--- config.mk ---
export PLATFORM = sky130hd
export DESIGN_NAME = program_loader
export DESIGN_NICKNAME = d
export VERILOG_FILES = /design/src/rtl/program_loader.sv
export SDC_FILE = /design/constraint.sdc
export NUM_CORES = 1
export LEC_CHECK = 0
export BUFFER_PORTS_ARGS = -buffer_cell sky130_fd_sc_hd__buf_2
export CORE_MARGIN = 10
export CORE_UTILIZATION = 58
export CTS_BUF_LIST = sky130_fd_sc_hd__clkbuf_4 sky130_fd_sc_hd__clkbuf_8
export DETAILED_ROUTE_END_ITERATION = 12
export GPL_ROUTABILITY_DRIVEN = 0
export PLACE_DENSITY_LB_ADDON = 0.3
export SETUP_SLACK_MARGIN = 0.2
export SLEW_MARGIN = 20
export SYNTH_ARGS = -nofsm -noshare
export SYNTH_HDL_FRONTEND = slang
export SYNTH_SLANG_ARGS = --single-unit
export TNS_END_PERCENT = 5
--- constraint.sdc ---
create_clock -name Clk -period 4.17 [get_ports Clk]
set_input_delay 0.417 -clock Clk [delete_from_list [all_inputs] [get_ports Clk]]
set_output_delay 0.417 -clock Clk [all_outputs]
set_load 0.1 [all_outputs]
--- src/rtl/program_loader.sv ---
// program_loader
//   Receives a byte stream over a valid/ready handshake, assembles 16-bit
//   instructions (high byte first) and writes them sequentially into
//   instruction memory from address 0. The processor is held in reset
//   (CPU_Reset = 1) until a complete, legal program has been loaded.
//
//   Stream: count byte N, then 2N instruction bytes, then (optionally) one
//   checksum byte equal to the XOR of the count byte and all instruction bytes.
//
//   Optional feature macro: LOADER_CHECKSUM_EN (adds CHECK state + checksum).
//
// Ports:
//   Clk         system clock, rising edge
//   Reset       asynchronous, active-low reset
//   Start       one-cycle pulse starting a load (honoured in IDLE/DONE/ERR)
//   Byte_In     stream data byte
//   Byte_Valid  Byte_In valid this cycle
//   Byte_Ready  loader accepts a byte this cycle (registered)
//   IM_Wr       instruction-memory write strobe
//   IM_Addr     instruction-memory write address
//   IM_Data     instruction-memory write data
//   CPU_Reset   active-high processor reset, low only when load is done
//   Done        load completed successfully
//   Load_Err    load aborted (sticky until Start or Reset)
//   Word_Count  instructions written so far
module program_loader #(
  parameter int unsigned ADDR_W    = 7,
  parameter int unsigned MAX_WORDS = 128
) (
  input  logic              Clk,
  input  logic              Reset,
  input  logic              Start,
  input  logic [7:0]        Byte_In,
  input  logic              Byte_Valid,
  output logic              Byte_Ready,
  output logic              IM_Wr,
  output logic [ADDR_W-1:0] IM_Addr,
  output logic [15:0]       IM_Data,
  output logic              CPU_Reset,
  output logic              Done,
  output logic              Load_Err,
  output logic [7:0]        Word_Count
);

  typedef enum logic [2:0] {
    S_IDLE,
    S_COUNT,
    S_HI,
    S_LO,
    S_WRITE,
`ifdef LOADER_CHECKSUM_EN
    S_CHECK,
`endif
    S_DONE,
    S_ERR
  } state_t;

  // Widened by one bit so a MAX_WORDS of 256 would still compare correctly.
  localparam logic [8:0] MAX_N = 9'(MAX_WORDS);

  state_t     state;
  logic [7:0] n_words;
  logic [7:0] hi_byte;
`ifdef LOADER_CHECKSUM_EN
  logic [7:0] csum;
`endif

  logic       xfer;
  logic [7:0] wc_inc;

  assign xfer   = Byte_Valid && Byte_Ready;
  assign wc_inc = Word_Count + 8'd1;

  // Byte_Ready, Done and CPU_Reset are set on the transition into the state
  // they belong to, so they behave as registered decodes of the state.
  always_ff @(posedge Clk or negedge Reset) begin
    if (!Reset) begin
      state      <= S_IDLE;
      n_words    <= '0;
      hi_byte    <= '0;
      Byte_Ready <= 1'b0;
      IM_Wr      <= 1'b0;
      IM_Addr    <= '0;
      IM_Data    <= '0;
      CPU_Reset  <= 1'b1;
      Done       <= 1'b0;
      Load_Err   <= 1'b0;
      Word_Count <= '0;
`ifdef LOADER_CHECKSUM_EN
      csum       <= '0;
`endif
    end else begin
      IM_Wr <= 1'b0;
      case (state)
        S_IDLE, S_DONE, S_ERR: begin
          if (Start) begin
            state      <= S_COUNT;
            Byte_Ready <= 1'b1;
            CPU_Reset  <= 1'b1;
            Done       <= 1'b0;
            Load_Err   <= 1'b0;
            Word_Count <= '0;
`ifdef LOADER_CHECKSUM_EN
            csum       <= '0;
`endif
          end
        end

        S_COUNT: begin
          if (xfer) begin
            n_words <= Byte_In;
`ifdef LOADER_CHECKSUM_EN
            csum    <= csum ^ Byte_In;
`endif
            if (Byte_In == 8'd0 || {1'b0, Byte_In} > MAX_N) begin
              state      <= S_ERR;
              Byte_Ready <= 1'b0;
              Load_Err   <= 1'b1;
            end else begin
              state <= S_HI;
            end
          end
        end

        S_HI: begin
          if (xfer) begin
            hi_byte <= Byte_In;
`ifdef LOADER_CHECKSUM_EN
            csum    <= csum ^ Byte_In;
`endif
            state   <= S_LO;
          end
        end

        S_LO: begin
          if (xfer) begin
`ifdef LOADER_CHECKSUM_EN
            csum       <= csum ^ Byte_In;
`endif
            state      <= S_WRITE;
            Byte_Ready <= 1'b0;
            IM_Wr      <= 1'b1;
            IM_Addr    <= ADDR_W'(Word_Count);
            IM_Data    <= {hi_byte, Byte_In};
          end
        end

        S_WRITE: begin
          Word_Count <= wc_inc;
          if (wc_inc == n_words) begin
`ifdef LOADER_CHECKSUM_EN
            state      <= S_CHECK;
            Byte_Ready <= 1'b1;
`else
            state      <= S_DONE;
            Done       <= 1'b1;
            CPU_Reset  <= 1'b0;
`endif
          end else begin
            state      <= S_HI;
            Byte_Ready <= 1'b1;
          end
        end

`ifdef LOADER_CHECKSUM_EN
        S_CHECK: begin
          if (xfer) begin
            Byte_Ready <= 1'b0;
            if (Byte_In == csum) begin
              state     <= S_DONE;
              Done      <= 1'b1;
              CPU_Reset <= 1'b0;
            end else begin
              state    <= S_ERR;
              Load_Err <= 1'b1;
            end
          end
        end
`endif

        default: begin
          state      <= S_IDLE;
          Byte_Ready <= 1'b0;
        end
      endcase
    end
  end

endmodule

Word level (Yosys, flattened, before mapping)
Cells that the tools add are included.
{"block": "op_classes", "addsub": 1, "n_lt_le_gt_ge": 1, "n_eq_ne": 14, "n_mux": 25, "bitwise": 1, "reduce_logical": 15}
{"cell": "$mux W3", "n": 6}
{"cell": "$pmux W8 S2", "n": 1}
{"cell": "$pmux W3 S5", "n": 1}
{"cell": "$ne A2 B2 Y1 const B", "n": 7}
{"cell": "$mux W1", "n": 12}
{"cell": "$eq A3 B3 Y1 const B", "n": 3}
{"cell": "$add A8 B1 Y8 const B", "n": 1}
{"cell": "$eq A8 B8 Y1", "n": 1}
{"cell": "$gt A8 B8 Y1 const B", "n": 1}
{"cell": "$logic_not A8 Y1", "n": 1}
{"cell": "$mux W8", "n": 1}
{"cell": "$reduce_and A2 Y1", "n": 4}
{"cell": "$reduce_and A4 Y1", "n": 2}
{"cell": "$eq A3 B2 Y1 const B", "n": 2}
{"cell": "$pmux W1 S2", "n": 3}
{"cell": "$reduce_and A6 Y1", "n": 1}
{"cell": "$pmux W1 S5", "n": 1}
{"cell": "$reduce_bool A2 Y1", "n": 2}
{"cell": "$eq A3 B1 Y1 const B", "n": 1}
{"cell": "$logic_not A3 Y1", "n": 1}
{"cell": "$reduce_and A3 Y1", "n": 1}
{"cell": "$reduce_or A3 Y1", "n": 1}
{"cell": "$logic_and A1 B1 Y1", "n": 1}
{"cell": "$logic_or A1 B1 Y1", "n": 1}
{"cell": "$not A1 Y1", "n": 1}
{"block": "word_totals", "ff_bits": 55, "inputBits": 12, "out_inout_bits": 36, "wordCells": 68}

Depth between registers and ports, before layout
{"block": "logic_depth", "word_depth": 5, "depth_mapped": 8, "depth_no_buf": 7}

Worst setup path before layout
Ideal clock, no wire load.
{"block": "synth_path", "kind": "register to register", "from": "register Word_Count[0]", "to": "register state[0]", "setup_time_ns": 0.087, "t_arrival_ns": 2.569, "t_required_ns": 4.083, "slack_ns": 1.515, "stages_incl_launch_ff": 8, "path_buffers": 0, "period_less_slack_ns": 2.655, "cell_sequence": "dfrtp_1 ha_1 nand3_1 or3_1 a21oi_1 o311ai_0 or2_1 o221ai_2"}
{"block": "synth_via", "elab_chain_len": 4}
{"item": "from (decl)", "line_no": "42", "rtl": "output logic [7:0] Word_Count"}
{"item": "from (signal assigned)", "line_no": "149", "rtl": "Word_Count <= wc_inc;"}
{"item": "$add A8 B1 Y8", "line_no": "72", "rtl": "assign wc_inc = Word_Count + 8'd1;"}
{"item": "$eq A8 B8 Y1", "line_no": "150", "rtl": "if (wc_inc == n_words) begin"}
{"item": "$mux W3", "line_no": "150"}
{"item": "$pmux W3 S5", "line_no": "94", "rtl": "case (state)"}
{"item": "to (signal assigned)", "line_no": "78", "rtl": "state <= S_IDLE;"}
{"item": "to (signal assigned)", "line_no": "97", "rtl": "state <= S_COUNT;"}
{"item": "to (signal assigned)", "line_no": "155", "rtl": "state <= S_DONE;"}
{"item": "to (decl)", "line_no": "61", "rtl": "state_t state;"}
No other way between the ends.
A chain may end at the register's enable or synchronous reset.

Worst setup path after layout
{"block": "layout_path", "from": "register state[0]", "to": "register IM_Data[2]"}
{"block": "layout_via", "elab_chain_len": 2}
{"item": "from (signal assigned)", "line_no": "78"}
{"item": "from (signal assigned)", "line_no": "97"}
{"item": "from (signal assigned)", "line_no": "116", "rtl": "state <= S_ERR;"}
{"item": "$eq A3 B2 Y1", "line_no": "94"}
{"item": "$reduce_and A2 Y1 (no line)"}
{"item": "to (signal assigned)", "line_no": "144", "rtl": "IM_Data <= {hi_byte, Byte_In};"}
{"item": "to (decl)", "line_no": "38", "rtl": "output logic [15:0] IM_Data,"}
No other way between the ends.

==> impl_metrics.csv <==
group,metric,value,unit
grt,grt_max_degree,39,
job,max_cap_violations,0,
timing,rsz0062_at_grt,"false",
synth,synth-edff-count,0,
synth,synth_adder_area_share,0.4926,%
timing,max_freq,437.5,MHz
die,rows,24,
clocking,ctsLongestPathBuffers,2,
die,die_area,7426,um2
timing,setup_tns,0,ns
synth,async_flop_share,100.0,%
synth,synth_area_leaders,"dfrtp_1, mux2_2, o21ai_0, xnor2_1, nor2_1",
placement,place_ws,1.887,ns
clocking,cts.sinks,55,
placement,port_buffers,47,
synth,synth_top_family_by_area,"multiplexers",
route,drt_iter0_markers,89,
die,core-area,4294,um2
route,avgViaCountPerCell,5.722,
clocking,insertion_delay,0.31,ns
clocking,htreeDepth,2,
timing,setup_violations,0,
grt,antenna_found_initial,0,
placement,place_hpwl,3710,um
clocking,cts_root_buffer,"clkbuf_8",
timing,fin_crit_sh,54.81,%
synth,synth_flop_cell,"dfrtp_1",
synth,synthCells,215,
timing,hold_viol,0,
timing,setup_ws,1.884,ns
synth,yosysUniqueCellTypes,44,
synth,synth_xor_area_share,3.793,%
route,via_count,1791,
grt,grt_pass1_wl,8625,um
status,status,"finished clean",
synth,yosysSeqAreaShare,54.24,%
worst_setup_path,critical_path.startpoint_type,"flip-flop",
synth,synth_area_per_cell,11.81,um2
worst_setup_path,crit_arrival,2.48,ns
cells_and_area,fin_nets,273,
cells_and_area,fin_cells,313,
synth,synth.top_cell.area_share,53.20,%
timing,final_period_minus_worst_setup_slack,2.286,ns
clocking,ctsResizeCount,0,
worst_setup_path,critPathMaxFanout,24,
worst_setup_path,crit_path_end_kind,"flip-flop",
worst_setup_path,worstSetupPathType,"reg2reg",
clocking,clk_pin_slew,0.09,ns
synth,synth_nets,228,
synth,synth-compound-area-share,9.113,%
die,start_util,59.15,%
clocking,cts_setup_buffers,0,
route,wl_per_cell,16.19,um
synth,yosysTopAreaCell,"dfrtp_1",
timing,relSlewSlack,29.82,%
die,dieHeight,86.18,um
die,io_pins,48,
route,dr.pass1.iters,4,
synth,synth-seq-cells,55,
route,ant_nets,0,
clocking,numCtsBuffers,5,
synth,yosys.area_share.simple,12.02,%
synth,mappedNetlistArea,2540,um2
die,die_w,86.18,um
grt,grt_pass1_vias,1793,
grt,track_usage,14.18,%
worst_hold_path,hold_class,"in2async",
cells_and_area,drive_gt1_share,39.46,%
timing,worst_pin_slew,1.050,ns
route,post-route-drc-count,0,
route,routed_wl,5069,um
placement,dp.cells,305,
synth,yosys_warnings,0,
grt,grt_overflow_total,0,
timing,fin_skew,0.006384,ns
synth,synthMuxAreaShare,17.88,%
clocking,cts_tree,"built",
clocking,cts_hold_buf,0,
worst_setup_path,critPathRequiredTime,4.37,ns
cells_and_area,n_antenna_cell,0,
cells_and_area,syn_to_final_growth,13.60,%
timing,finalMaxSlewViolations,0,
[layout make-up]
cell class                      instances  area, um2
Clock buffer                            6      76.32
Clock inverter                          2      12.51
Fill cell                             339       1409
Inverter                                3      11.26
Multi-Input combinational cell        147       1100
Sequential cell                        55       1378
Tap cell                               52      65.06
Timing Repair Buffer                   48      242.7
[worst paths after layout]
check                           startpoint    endpoint  slack (ns)  depth (start not counted)
min in group Clk                Byte_In[2]  hi_byte[2]        0.38                          2
max in group asynchronous            Reset  IM_Addr[1]        3.35                          2
worst min-delay path                 Reset  IM_Addr[5]        0.02                          1
worst min register to register   CPU_Reset   CPU_Reset        0.50                          2
worst max register to register    state[0]  IM_Data[2]        1.88                          4
worst max-delay path              state[0]  IM_Data[2]        1.88                          4
[cells in the mapped netlist, types with 4 or more instances]
master / instances
nand2_1: 12
xor2_1: 4
o21ai_0: 18
a21oi_1: 6
nor2b_1: 5
dfrtp_1: 54
nor2_1: 16
xnor2_1: 7
mux2_2: 39
[flip-flops by register name (all words and copies together) (netlist names), 3 cells and up]
register,flops
IM_Addr,7
IM_Data,16
Word_Count,8
hi_byte,8
n_words,8
state,3
[cells in the final DEF, fill, tap and decap left out, types with 3 or more instances in the layout]
cell,synthesis,final
nand3_1,3,3
dfrtp_1,54,54
nand2_1,12,12
clkbuf_8,0,5
xnor2_1,7,7
nor2_1,16,16
nor3_1,3,3
xor2_1,4,4
buf_2,2,47
inv_1,3,3
mux2_2,39,39
nand4_1,3,3
o21ai_0,18,18
nor2b_1,5,5
a21oi_1,6,6
[stage by stage]
| step | util, % | hold WS [ns] | cell area [um2] |
|---|---|---|---|
| floorplan | - | 0.1214 | 2540 |
| global placement | 65.12 | 0.3689 | 2796 |
| detailed placement | 65.12 | 0.3711 | 2796 |
| CTS | 67.19 | 0.02802 | 2885 |
| global route | 67.19 | 0.03820 | 2885 |
| finish | 67.19 | 0.02181 | 2885 |
[cells by family (layout without fill, tap and decap cells)]
family	count (synthesis)	after routing
simple gates	58	58
flops	55	55
mux	40	40
xor+xnor	11	11
compound gates	37	37
buf+inv	13	59
fa+ha+maj	1	1
[worst max-delay path: stages (launching register included)]
cell     delay, ns
dfrtp_1       0.55
nand3_1       0.23
nor2_1        0.21
nand2_1       0.64
mux2_2        0.53
[per-layer routing]
metal | vias to the layer above | global-route usage (%) | part of all wire, %
met5 | - | 0 | 0
met4 | 0 | 5.744 | 1.9
met3 | 8 | 5.066 | 7.4
met2 | 50 | 21.84 | 45
met1 | 874 | 17.78 | 46
li1 | 859 | - | -
Power is left out: the tool's default activity adds up to more than one toggle a clock period on the data nets, which glitch-free logic cannot reach.
